<file path="src/rtl/reaction_timer_if.sv">
// Player/score-row side of the reaction timer: trial controls in, stimulus and score-row write out.
interface reaction_timer_if #(
  parameter int WIDTH    = 13,
  parameter int ROW_BITS = 2
);
  logic                start;
  logic                react;
  logic                stimulus;
  logic [WIDTH-1:0]    result;
  logic                load;
  logic [ROW_BITS-1:0] row_sel;
  logic                busy;
  logic                false_start;
  logic                timeout;

  modport master (
    output start, react,
    input  stimulus, result, load, row_sel, busy, false_start, timeout
  );

  modport slave (
    input  start, react,
    output stimulus, result, load, row_sel, busy, false_start, timeout
  );
endinterface

</file>
<file path="src/rtl/reaction_timer.sv">
// Reaction trial timer feeding the score rows; Load follows a sampled React by one cycle.
// No backpressure: every write is a single-cycle strobe the score row must accept.
module reaction_timer #(
  parameter int CLK_PER_MS   = 50000,
  parameter int WIDTH        = 13,
  parameter int MIN_DELAY_MS = 1000,
  parameter int ROWS         = 4,
  parameter int ROW_BITS     = 2
) (
  input  logic             clk,
  input  logic             rst,
  reaction_timer_if.slave  bus
);

  localparam int PS_W  = $clog2(CLK_PER_MS);
  localparam int DLY_W = $clog2(MIN_DELAY_MS + 2048);
  localparam int CNT_W = (DLY_W > WIDTH) ? DLY_W : WIDTH;
  localparam logic [WIDTH-1:0] MAX_RES = '1;

  typedef enum logic [2:0] {IDLE, DELAY, ARMED, WRITE, FAULT} state_t;

  state_t              state;
  logic [15:0]         lfsr;
  logic [PS_W-1:0]     presc;
  logic [CNT_W-1:0]    ms_cnt;
  logic [DLY_W-1:0]    target;
  logic [ROW_BITS-1:0] row_ptr;
  logic                stimulus_q;
  logic [WIDTH-1:0]    result_q;
  logic                load_q;
  logic                busy_q;
  logic                false_start_q;
  logic                timeout_q;

  logic             tick;
  logic [CNT_W-1:0] ms_nxt;

  assign tick   = (presc == PS_W'(CLK_PER_MS - 1));
  assign ms_nxt = ms_cnt + CNT_W'(1);

  // Free-running in every state so the delay depends on when Start arrives.
  always_ff @(posedge clk or posedge rst) begin
    if (rst) begin
      lfsr <= 16'hACE1;
    end else begin
      lfsr <= {lfsr[14:0], lfsr[15] ^ lfsr[13] ^ lfsr[12] ^ lfsr[10]};
    end
  end

  always_ff @(posedge clk or posedge rst) begin
    if (rst) begin
      state         <= IDLE;
      presc         <= '0;
      ms_cnt        <= '0;
      target        <= '0;
      row_ptr       <= '0;
      stimulus_q    <= 1'b0;
      result_q      <= '0;
      load_q        <= 1'b0;
      busy_q        <= 1'b0;
      false_start_q <= 1'b0;
      timeout_q     <= 1'b0;
    end else begin
      presc <= tick ? '0 : presc + PS_W'(1);
      case (state)
        IDLE: begin
          if (bus.start) begin
            state         <= DELAY;
            busy_q        <= 1'b1;
            false_start_q <= 1'b0;
            timeout_q     <= 1'b0;
            target        <= DLY_W'(MIN_DELAY_MS) + DLY_W'(lfsr[10:0]);
            ms_cnt        <= '0;
            presc         <= '0;
          end
        end
        DELAY: begin
          if (bus.react) begin
            state         <= FAULT;
            false_start_q <= 1'b1;
          end else if (tick) begin
            if (ms_nxt == CNT_W'(target)) begin
              state      <= ARMED;
              stimulus_q <= 1'b1;
              ms_cnt     <= '0;
              presc      <= '0;
            end else begin
              ms_cnt <= ms_nxt;
            end
          end
        end
        ARMED: begin
          // React wins over a tick in the same cycle: report the pre-tick count.
          if (bus.react) begin
            state      <= WRITE;
            result_q   <= ms_cnt[WIDTH-1:0];
            load_q     <= 1'b1;
            stimulus_q <= 1'b0;
          end else if (tick) begin
            ms_cnt <= ms_nxt;
            if (ms_nxt == CNT_W'(MAX_RES)) begin
              state      <= WRITE;
              result_q   <= MAX_RES;
              timeout_q  <= 1'b1;
              load_q     <= 1'b1;
              stimulus_q <= 1'b0;
            end
          end
        end
        WRITE: begin
          state   <= IDLE;
          load_q  <= 1'b0;
          busy_q  <= 1'b0;
          row_ptr <= (row_ptr == ROW_BITS'(ROWS - 1)) ? '0 : row_ptr + ROW_BITS'(1);
        end
        FAULT: begin
          if (!bus.react) begin
            state  <= IDLE;
            busy_q <= 1'b0;
          end
        end
        default: begin
          state      <= IDLE;
          busy_q     <= 1'b0;
          load_q     <= 1'b0;
          stimulus_q <= 1'b0;
        end
      endcase
    end
  end

  assign bus.stimulus    = stimulus_q;
  assign bus.result      = result_q;
  assign bus.load        = load_q;
  assign bus.row_sel     = row_ptr;
  assign bus.busy        = busy_q;
  assign bus.false_start = false_start_q;
  assign bus.timeout     = timeout_q;

endmodule

</file>
<file path="src/flat_wrapper.sv">
// flat-port wrapper written by rule: the top's interface ports become plain ports
module reaction_timer_flat 
#(
  parameter int CLK_PER_MS   = 50000,
  parameter int WIDTH        = 13,
  parameter int MIN_DELAY_MS = 1000,
  parameter int ROWS         = 4,
  parameter int ROW_BITS     = 2
)
  (clk, rst, bus_start, bus_react, bus_stimulus, bus_result, bus_load, bus_row_sel, bus_busy, bus_false_start, bus_timeout);
  reaction_timer_if #(.WIDTH(WIDTH), .ROW_BITS(ROW_BITS)) bus_i ();
  input  logic clk;
  input  logic rst;
  input wire logic [$bits(bus_i.start)-1:0] bus_start;
  input wire logic [$bits(bus_i.react)-1:0] bus_react;
  output wire logic [$bits(bus_i.stimulus)-1:0] bus_stimulus;
  output wire logic [$bits(bus_i.result)-1:0] bus_result;
  output wire logic [$bits(bus_i.load)-1:0] bus_load;
  output wire logic [$bits(bus_i.row_sel)-1:0] bus_row_sel;
  output wire logic [$bits(bus_i.busy)-1:0] bus_busy;
  output wire logic [$bits(bus_i.false_start)-1:0] bus_false_start;
  output wire logic [$bits(bus_i.timeout)-1:0] bus_timeout;
  assign bus_i.start = bus_start;
  assign bus_i.react = bus_react;
  assign bus_stimulus = bus_i.stimulus;
  assign bus_result = bus_i.result;
  assign bus_load = bus_i.load;
  assign bus_row_sel = bus_i.row_sel;
  assign bus_busy = bus_i.busy;
  assign bus_false_start = bus_i.false_start;
  assign bus_timeout = bus_i.timeout;
  reaction_timer #(.CLK_PER_MS(CLK_PER_MS), .WIDTH(WIDTH), .MIN_DELAY_MS(MIN_DELAY_MS), .ROWS(ROWS), .ROW_BITS(ROW_BITS)) u_core (.clk(clk), .rst(rst), .bus(bus_i));
endmodule
</file>
<file path="config.mk">
export PLATFORM = sky130hd
export DESIGN_NAME = reaction_timer_flat
export DESIGN_NICKNAME = d
export VERILOG_FILES = /design/src/rtl/reaction_timer_if.sv /design/src/rtl/reaction_timer.sv /design/src/flat_wrapper.sv
export SDC_FILE = /design/constraint.sdc
export NUM_CORES = 1
export LEC_CHECK = 0
export CORE_ASPECT_RATIO = 1.25
export CORE_UTILIZATION = 40
export CTS_BUF_LIST = sky130_fd_sc_hd__clkbuf_4
export DETAILED_ROUTE_END_ITERATION = 8
export PLACE_DENSITY = 0.67
export SKIP_CTS_REPAIR_TIMING = 1
export SYNTH_ARGS = -nofsm -noshare
export SYNTH_HDL_FRONTEND = slang
export SYNTH_SLANG_ARGS = --single-unit
</file>
<file path="constraint.sdc">
create_clock -name clk -period 7.5 [get_ports clk]
set_clock_uncertainty 0.1 [all_clocks]
set_input_delay 1.5 -clock clk [delete_from_list [all_inputs] [get_ports clk]]
set_output_delay 1.5 -clock clk [all_outputs]
set_load 0.02 [all_outputs]
</file>
==> impl_results.md, run 1 <==
* Worst IR Drop VDD at 0.0891 mV
* Tot Pwr at 1100 uW
* Total wire length at 7640 microns
* Worst skew pair latency at 0.43 ns
* Crit-path max FO at 21
* Pwr dens at 248 nW/um^2
* Status: complete, no violations
* Max Buffers Root-to-Sink at 2
* Initial Utilization at 41.2%
* Final worst-path cycle share at 43.3%
* Reg clk slew, reported paths at 0.13 ns
* RSZ-0062 raised after global routing: false
* # DRC at 0
* Post-Place Cells at 530
* Top FF cell, synth: dfrtp_1
* Vias in the first global route at 2,794
* Distinct cells, synth at 54
* First drt pass iteration count at 4
* Clock Tree Root: clkbuf_4
* GRT Residual Overflow at 0
* CTS H-Tree Depth at 3
* Post-synthesis cell area at 3980 sq um
* Mapped Cells at 400
* TritonCTS clock tree: done
* Worst Tran Pin Value at 0.976 ns
* Max-cap violations at 0
* # IOs at 24
* Kind of critical path: reg -> reg
* ANT nets after route at 0
* Synth top area cells: dfrtp_1 (45%), dfstp_2 (5.3%), xnor2_1 (5.1%)
* Critical Path AT at 3.42 ns
* Final Util at 45.7%
* Core area at 9660 sq um
* Pins Over Slew Limit at 0
* Final Hold Fails at 0
* Final non-filler cell total at 547
* Area leader, netlist: dfrtp_1
* TritonCTS Buffers at 9
* Fraction of layout cells with a size suffix above 1 at 9.29%
* CP Launch Type: flip-flop
* Post-synth top area share at 45.2%
* Wire per inst at 14.0 microns
* Gr usage total at 16.4%
* Setup violators final at 0
* Async set-reset flop share out of synthesis at 100%
* Final setup TNS at 0 ns
* Sequential fraction of the synthesis area at 50.5%
* Syn. warnings at 0
* Number of synthesized flops with an enable pin at 0
* Yosys reg bits at 80
* Die height at 114 microns
* Post-synthesis area per instance at 9.96 sq um
* Via-to-Cell Ratio at 5.36
* Die Width at 91.2 microns
* Static Leak at 0.00185 uW
* Fmax at 0.308 GHz
* Mapped Nets at 409
* Final critical-path required period at 3.25 ns
* First-pass GRT wire length at 13,300 microns
* DR vias at 2,931
* Antenna violations before repair at 1
* Post-layout net count at 424
* Sink Count at 80
* IO buf count at 23
* GPL Wtd Cong at 0.862
* Data required, critical path at 7.68 ns
* Crit path capture type: flip-flop
* Class of the worst hold path: reg -> reg
* Core Rows at 40
* Synth-to-layout area growth at 10.8%
* Initial DRC Count at 138
* Largest net degree at the start of global routing at 81
* DIE AREA at 10,400 sq um
* Worst relative slew slack at 34.9%
* Dpl hpwl at 5360 microns
==> per-layer routing <==
metal / routed length [microns] / vias up / track usage (%)
li1: - / 1439 / -
met1: 3460 / 1406 / 20.6
met2: 3730 / 72 / 25.9
met3: 251 / 14 / 4.33
met4: 205 / 0 / 8.57
met5: 0 / - / 0
==> path summary, 6_finish.rpt <==
check	cells past startpoint	from	to	slack [ns]
min in group asynchronous	3	rst	u_core.lfsr[9]$_DFF_PP0_	1.58
hold / removal	0	u_core.lfsr[14]$_DFF_PP0_	u_core.lfsr[15]$_DFF_PP1_	0.27
setup / recovery	10	u_core.ms_cnt[1]$_DFFE_PP0P_	u_core.ms_cnt[3]$_DFFE_PP0P_	4.25
setup reg to reg	10	u_core.ms_cnt[1]$_DFFE_PP0P_	u_core.ms_cnt[3]$_DFFE_PP0P_	4.25
max in group asynchronous	3	rst	u_core.bus.result[5]$_DFFE_PP0P_	5.08
hold reg to reg	0	u_core.lfsr[14]$_DFF_PP0_	u_core.lfsr[15]$_DFF_PP1_	0.27
==> kinds of logic (layout without fill, tap and decap cells) <==
logic type / Yosys count / count (layout) / share of synthesized area, %
multiplexers: 1 / 1 / 0.283
XOR/XNOR: 41 / 41 / 9.39
buffers and inverters: 31 / 51 / 4.40
AND/OR/NAND/NOR: 156 / 156 / 19.1
other: 0 / 1 / 0
adder cells (fa/ha/maj): 5 / 5 / 1.57
AO/OA/AOI/OAI: 86 / 86 / 14.7
flip-flops: 80 / 80 / 50.5
==> worst max-delay path, stage by stage, from the launching register on <==
cell       delay [ns]
dfrtp_1          0.58
ha_1             0.34
and3_1           0.44
xnor2_1          0.15
o31ai_2          0.21
nand3_1          0.16
a2111oi_2        0.49
a31oi_1          0.14
buf_4            0.22
a41oi_1          0.22
a31oi_1          0.06
==> cell usage in the layout, fill, tap and decap left out, types with 16 or more instances in the layout <==
cell,synthesis,final
dfrtp_1,72,72
nand3_1,18,18
nor2_1,39,39
nand2_1,50,50
xnor2_1,23,23
clkdlybuf4s50_1,0,23
a21oi_1,16,16
o21ai_0,23,23
xor2_1,17,17
==> per-stage QoR <==
stage | worst slack (ns) | hold WS (ns) | cell area (sq um)
2_1_floorplan | 3.86 | 0.233 | 3980
3_3_place_gp | 3.99 | 0.236 | 4250
3_5_place_dp | 3.91 | 0.238 | 4250
4_1_cts | 4.33 | 0.269 | 4410
5_1_grt | 4.12 | 0.282 | 4410
6_report | 4.25 | 0.265 | 4410
==> flip-flops by register name, indices dropped and copies added, names as in the netlist <==
signal / count
u_core.bus.timeout: 1
u_core.bus.stimulus: 1
u_core.bus.load: 1
u_core.bus.row_sel: 2
u_core.bus.busy: 1
u_core.presc: 16
u_core.lfsr: 16
u_core.bus.false_start: 1
u_core.ms_cnt: 13
u_core.target: 12
u_core.bus.result: 13
u_core.state: 3
==> cell type report <==
type / count / area (sq um)
diodes: 1 / 2.50
inverters: 10 / 38.8
flip-flops and latches: 80 / 2010
clock inverters: 7 / 95.1
well taps: 126 / 158
fillers: 893 / 5250
multi-input cells: 289 / 1800
clock buffers: 9 / 67.6
repair buffers: 25 / 245
==> power by group <==
group | total (uW) | leakage, uW | internal [uW] | switching, uW
Combinational | 264 | 0.000740 | 119 | 145
Sequential | 544 | 0.00102 | 486 | 57.6
Clock | 288 | 0.0000863 | 136 | 153
Total | 1100 | 0.00185 | 741 | 355
==> synth_stat cells, drive strengths merged, types with 2 or more instances <==
library cell / n
dfrtp: 72
nand2: 50
nor2: 40
o21ai: 24
xnor2: 23
nand3: 19
a21oi: 17
xor2: 17
a31oi: 13
o22a: 13
buf: 11
clkbuf: 10
inv: 10
and3: 8
dfstp: 8
nand4: 6
nor3: 6
ha: 5
nand2b: 4
nand3b: 4
nor4: 4
or2: 4
or3: 3
a2111oi: 2
a21o: 2
and4: 2
nor4bb: 2
o211ai: 2
o31ai: 2
o41ai: 2
Note: power is estimated with default switching activity, not from simulation.
==> run 2, diff against run 1 <==
==> constraint.sdc (replaced) <==
create_clock -name clk -period 3.1 [get_ports clk]
set_clock_uncertainty 0.1 [all_clocks]
set_input_delay 0.62 -clock clk [delete_from_list [all_inputs] [get_ports clk]]
set_output_delay 0.62 -clock clk [all_outputs]
set_load 0.02 [all_outputs]
==> run 2 against run 1 <==
Effect of this change:
- cell area is 0.88% higher
- non-clock buffer count is 5 higher
- sequential share of layout area is 0.40 points lower
- power is 140% higher
- hold slack better by 0.019 ns
- critical path depth is 2 lower
- first-iteration DRC count is 19% lower
- clock power is 120% higher
- final cell count is 0.91% higher
- via count is 1.6% higher
- global-route usage is 0.67 points higher
- combinational power grew to 2.5 times the previous value
- largest cell class unchanged
==> impl_results.md, run 2 (synthesis gave the netlist of run 1 again) <==
* Critical Path AT at 3.10 ns
* Total wire length at 7910 microns
* # DRC at 0
* Crit-path max FO at 14
* Gr usage total at 17.0%
* First drt pass iteration count at 4
* Worst IR Drop VDD at 0.172 mV
* Final critical-path required period at 2.82 ns
* Tot Pwr at 2620 uW
* Worst Tran Pin Value at 0.651 ns
* RSZ-0062 raised after global routing: false
* Design area at 4450 sq um
* Sink Count at 80
* Commonest cells after routing, fill and taps aside: dfrtp_1 (72), nand2_1 (50), nor2_1 (39)
* Placed inst area at 4300 sq um
* Die Width at 91.2 microns
* Clock Tree Root: clkbuf_4
* TritonCTS Buffers at 9
* GPL Wtd Cong at 0.882
* Vias in the first global route at 2,901
* Largest delay contributor family on the critical path: simple AND/OR/NAND/NOR gates
* DR vias at 2,978
* Most common cell after layout, fill and taps aside: dfrtp_1
* Crit path max-delay cell type: nor3_1
* Antenna violations before repair at 1
* Reg clk slew, reported paths at 0.12 ns
* Wire per inst at 14.3 microns
* Filler cell count at 921
* First-pass GRT wire length at 13,900 microns
* Crit path buffers/inverters at 0
* CTS H-Tree Depth at 3
* Final setup TNS at 0 ns
* Crit path cell chain: ha_2 > nand3_2 > nor3_1 > nand3b_1 > a221oi_2 > a21oi_2 > nor2_4 > o22a_1
* Core Rows at 40
* Synth-to-layout area growth at 11.8%
* Multi-input combinational cell area at 1800 sq um
* Post-layout net count at 429
* Worst path max stage delay at 0.56 ns
* Max Buffers Root-to-Sink at 2
* Pwr dens at 589 nW/um^2
* Reg area at 2010 sq um
* Max-cap violations at 0
* Final worst-path cycle share at 91.1%
* ANT nets after route at 0
* Status: complete, no violations
* TritonCTS clock tree: done
* GRT Residual Overflow at 0
* Worst skew pair latency at 0.44 ns
* DIE AREA at 10,400 sq um
* Kind of critical path: reg -> reg
* Crit path capture type: flip-flop
* Worst relative slew slack at 56.6%
* IO buf count at 23
* Min Hold Slack at 0.284 ns
* CP Launch Type: flip-flop
* Static Leak at 0.00186 uW
* Initial DRC Count at 112
* Setup violators final at 0
* Dpl hpwl at 5640 microns
* # IOs at 24
* Initial Utilization at 41.2%
* Biggest regs: u_core.lfsr: 16 flops, u_core.presc: 16 flops
* Die height at 114 microns
* Pins Over Slew Limit at 0
* Data required, critical path at 3.37 ns
* Largest net degree at the start of global routing at 46
* Class of the worst hold path: reg -> reg
* Core area at 9660 sq um
* Via-to-Cell Ratio at 5.39
* Fmax at 0.354 GHz
* Final Hold Fails at 0
* Fraction of layout cells with a size suffix above 1 at 10.8%
==> run 2: cell types whose count changed in the layout (fill, tap and decap cells not counted) <==
cell	before	now
clkinvlp_4	1	2
and3_2	0	1
and3_1	8	7
clkinv_2	3	1
inv_6	1	2
clkinv_4	1	2
bufinv_16	2	1
buf_4	2	6
ha_1	5	4
ha_2	0	1
buf_12	0	1
==> run 2: worst paths after layout <==
path                                              start                                to  slack, ns  depth (start not counted)
max                        u_core.ms_cnt[0]$_DFFE_PP0P_  u_core.bus.result[6]$_DFFE_PP0P_       0.28                          8
min                           u_core.lfsr[14]$_DFF_PP0_         u_core.lfsr[15]$_DFF_PP1_       0.28                          0
min in group asynchronous                           rst         u_core.presc[9]$_DFF_PP0_       0.44                          2
min reg2reg                   u_core.lfsr[14]$_DFF_PP0_         u_core.lfsr[15]$_DFF_PP1_       0.28                          0
max in group asynchronous                           rst          u_core.lfsr[5]$_DFF_PP1_       1.76                          3
max reg2reg                u_core.ms_cnt[0]$_DFFE_PP0P_  u_core.bus.result[6]$_DFFE_PP0P_       0.28                          8
==> run 2: final cells by class <==
class	count	area share, %
Clock buffer	9	1.52
Antenna cell	1	0.0562
Tap cell	126	3.54
Sequential cell	80	45.2
Timing Repair Buffer	30	6.63
Clock inverter	7	1.80
Multi-Input combinational cell	289	40.4
Inverter	10	0.871
==> run 2: layer usage <==
metal  GRT usage (%)  routed length [microns]  up-vias
met2            27.8                     3910       80
met1            21.0                     3480     1421
met3            2.47                      232       22
met5               0                        0        -
li1                -                        -     1455
met4            11.5                      287        0
==> run 2: worst reg2reg max path, stage by stage (launching register included) <==
cell and delay [ns]:
dfrtp_1 0.45, ha_2 0.26, nand3_2 0.19, nor3_1 0.56, nand3b_1 0.17, a221oi_2 0.38, a21oi_2 0.14, nor2_4 0.31
o22a_1 0.21
==> run 2: where the power goes <==
part           switching [uW]  internal [uW]  leakage, uW
registers                 146           1180      0.00102
logic                     363            298     0.000767
clock network             384            253    0.0000731
total                     894           1730      0.00186
==> run 2: metrics by stage <==
step           worst slack [ns]  utilization, %  std cells
2_1_floorplan             0.342               -        400
5_1_grt                  0.0331            46.1        552
6_report                  0.276            46.1        552
3_5_place_dp              0.255            44.5        535
4_1_cts                   0.225            46.0        551
3_3_place_gp              0.311            44.5        535
==> run 3, diff against run 2 <==
--- a/config.mk
+++ b/config.mk
@@ -6,10 +6,11 @@
 export NUM_CORES = 1
 export LEC_CHECK = 0
 export CORE_ASPECT_RATIO = 1.25
-export CORE_UTILIZATION = 40
+export CORE_UTILIZATION = 36
 export CTS_BUF_LIST = sky130_fd_sc_hd__clkbuf_4
 export DETAILED_ROUTE_END_ITERATION = 8
-export PLACE_DENSITY = 0.67
+export MAX_ROUTING_LAYER = met4
+export PLACE_DENSITY = 0.63
 export SKIP_CTS_REPAIR_TIMING = 1
 export SYNTH_ARGS = -nofsm -noshare
 export SYNTH_HDL_FRONTEND = slang
==> run 3 against run 2 <==
Effect of this change:
- clock power is 3.9% higher
- core utilization decreased by 4.3 points
- combinational power fell by 2%
- die area rose by 11%
- largest cell class unchanged
- largest power group unchanged
- highest routed layer unchanged
==> impl_results.md, run 3 (synthesis gave the netlist of run 1 again) <==
* Status: complete, no violations
* First drt pass iteration count at 5
* Biggest regs: u_core.lfsr: 16 flops, u_core.presc: 16 flops
* Dpl hpwl at 5560 microns
* Setup violators final at 0
* Worst IR Drop VDD at 0.166 mV
* Sw frac at 32.0%
* ANT nets after route at 0
* Max-cap violations at 0
* CP Launch Type: flip-flop
* Fraction of layout cells with a size suffix above 1 at 9.88%
* Final Hold Fails at 0
* Synth-to-layout area growth at 12.1%
* Final worst-path cycle share at 95.2%
* Core Rows at 42
* Final setup TNS at 0 ns
* Final critical-path required period at 2.95 ns
* DIE AREA at 11,500 sq um
* Gr usage total at 15.2%
* First-pass GRT wire length at 13,100 microns
* Crit path buffers/inverters at 0
* Static Leak at 0.00187 uW
* Largest net degree at the start of global routing at 48
* Largest delay contributor family on the critical path: compound AO/OA/AOI/OAI gates
* TritonCTS clock tree: done
* Int Pwr at 1790 uW
* Combinational share of power at 24.6%
* GRT Residual Overflow at 0
* Worst path max stage delay at 0.46 ns
* Initial DRC Count at 193
* Clock Tree Root: clkbuf_4
* Via-to-Cell Ratio at 5.31
* GPL Wtd Cong at 0.857
* Core area at 10,700 sq um
* Reg clk slew, reported paths at 0.12 ns
* Sequential Power Share at 50.3%
* Crit-path max FO at 14
* Most common cell after layout, fill and taps aside: dfrtp_1
* Crit path max-delay cell type: dfrtp_1
* DR vias at 2,965
* Vias in the first global route at 2,835
* IO buf count at 23
* Clock share of power at 25.2%
* RSZ-0062 raised after global routing: false
* Worst relative slew slack at 59.2%
* Worst skew pair latency at 0.42 ns
* Max Buffers Root-to-Sink at 2
* Pwr dens at 590 nW/um^2
* TritonCTS Buffers at 9
* Sink Count at 80
* Post-layout net count at 429
* Crit path cell chain: ha_1 > and3_2 > o41ai_1 > o311ai_0 > a221oi_2 > a21oi_2 > nor2_4 > o22a_1
* Kind of critical path: reg -> reg
* Min Hold Slack at 0.264 ns
* Crit path capture type: flip-flop
* Initial Utilization at 37.3%
* P_sw at 842 uW
* Total wire length at 7700 microns
* Commonest cells after routing, fill and taps aside: dfrtp_1 (72), nand2_1 (50), nor2_1 (39)
* # IOs at 24
* Antenna violations before repair at 1
* Pins Over Slew Limit at 0
* Critical Path AT at 3.22 ns
* Data required, critical path at 3.37 ns
* Fmax at 0.339 GHz
* Die Width at 96.1 microns
* Die height at 120 microns
* Worst Tran Pin Value at 0.607 ns
* # DRC at 0
* Class of the worst hold path: reg -> reg
* Wire per inst at 13.8 microns
* CTS H-Tree Depth at 3
[run 3: changes by cell type in the layout (fill, tap and decap cells not counted), sizes merged]
cell / before / now
bufinv: 1 / 2
clkinv: 3 / 4
inv: 11 / 9
[run 3: power by group through the flow]
stage                     logic (uW)  registers (uW)  clock network, uW
after floorplan                  401            1360                  0
after global placement           645            1340                  0
after detailed placement         656            1340                  0
after CTS                        658            1320                691
after global routing             721            1340                723
final                            647            1320                663
[run 3: worst reg2reg max path, stage by stage, from the launching register on]
cell      delay (ns)
dfrtp_1         0.46
ha_1            0.30
and3_2          0.31
o41ai_1         0.44
o311ai_0        0.23
a221oi_2        0.39
a21oi_2         0.14
nor2_4          0.32
o22a_1          0.21
[run 3: metrics by stage]
stage	cells	util, %	worst slack (ns)	instance area [sq um]	power [uW]
2_1_floorplan	400	-	0.342	3980	1760
3_3_place_gp	541	40.4	0.235	4310	1980
3_5_place_dp	541	40.4	0.196	4310	2000
4_1_cts	557	41.8	0.164	4460	2670
5_1_grt	558	41.8	0.000687	4460	2790
6_report	558	41.8	0.150	4460	2630
[run 3: per-layer routing]
layer	global-route usage [%]	routed length, microns
met1	17.3	3370
met5	-	0
met4	9.79	154
met3	2.53	265
met2	24.5	3920
[run 3: worst paths after layout]
path                       depth (start not counted)                               end  slack (ns)                    startpoint
max in group asynchronous                          3         u_core.lfsr[10]$_DFF_PP1_        1.78                           rst
min reg2reg                                        0         u_core.lfsr[15]$_DFF_PP1_        0.26     u_core.lfsr[14]$_DFF_PP0_
max reg2reg                                        8  u_core.bus.result[7]$_DFFE_PP0P_        0.15  u_core.ms_cnt[0]$_DFFE_PP0P_
min                                                0         u_core.lfsr[15]$_DFF_PP1_        0.26     u_core.lfsr[14]$_DFF_PP0_
max                                                8  u_core.bus.result[7]$_DFFE_PP0P_        0.15  u_core.ms_cnt[0]$_DFFE_PP0P_
min in group asynchronous                          2         u_core.lfsr[14]$_DFF_PP0_        0.46                           rst
[run 3: cell type report]
| type | count | area, sq um |
|---|---|---|
| fillers | 1059 | 6200 |
| diodes | 1 | 2.50 |
| well taps | 132 | 165 |
| multi-input cells | 289 | 1800 |
| inverters | 10 | 38.8 |
| clock inverters | 7 | 86.3 |
| repair buffers | 30 | 295 |
| flip-flops and latches | 80 | 2010 |
| clock buffers | 9 | 67.6 |
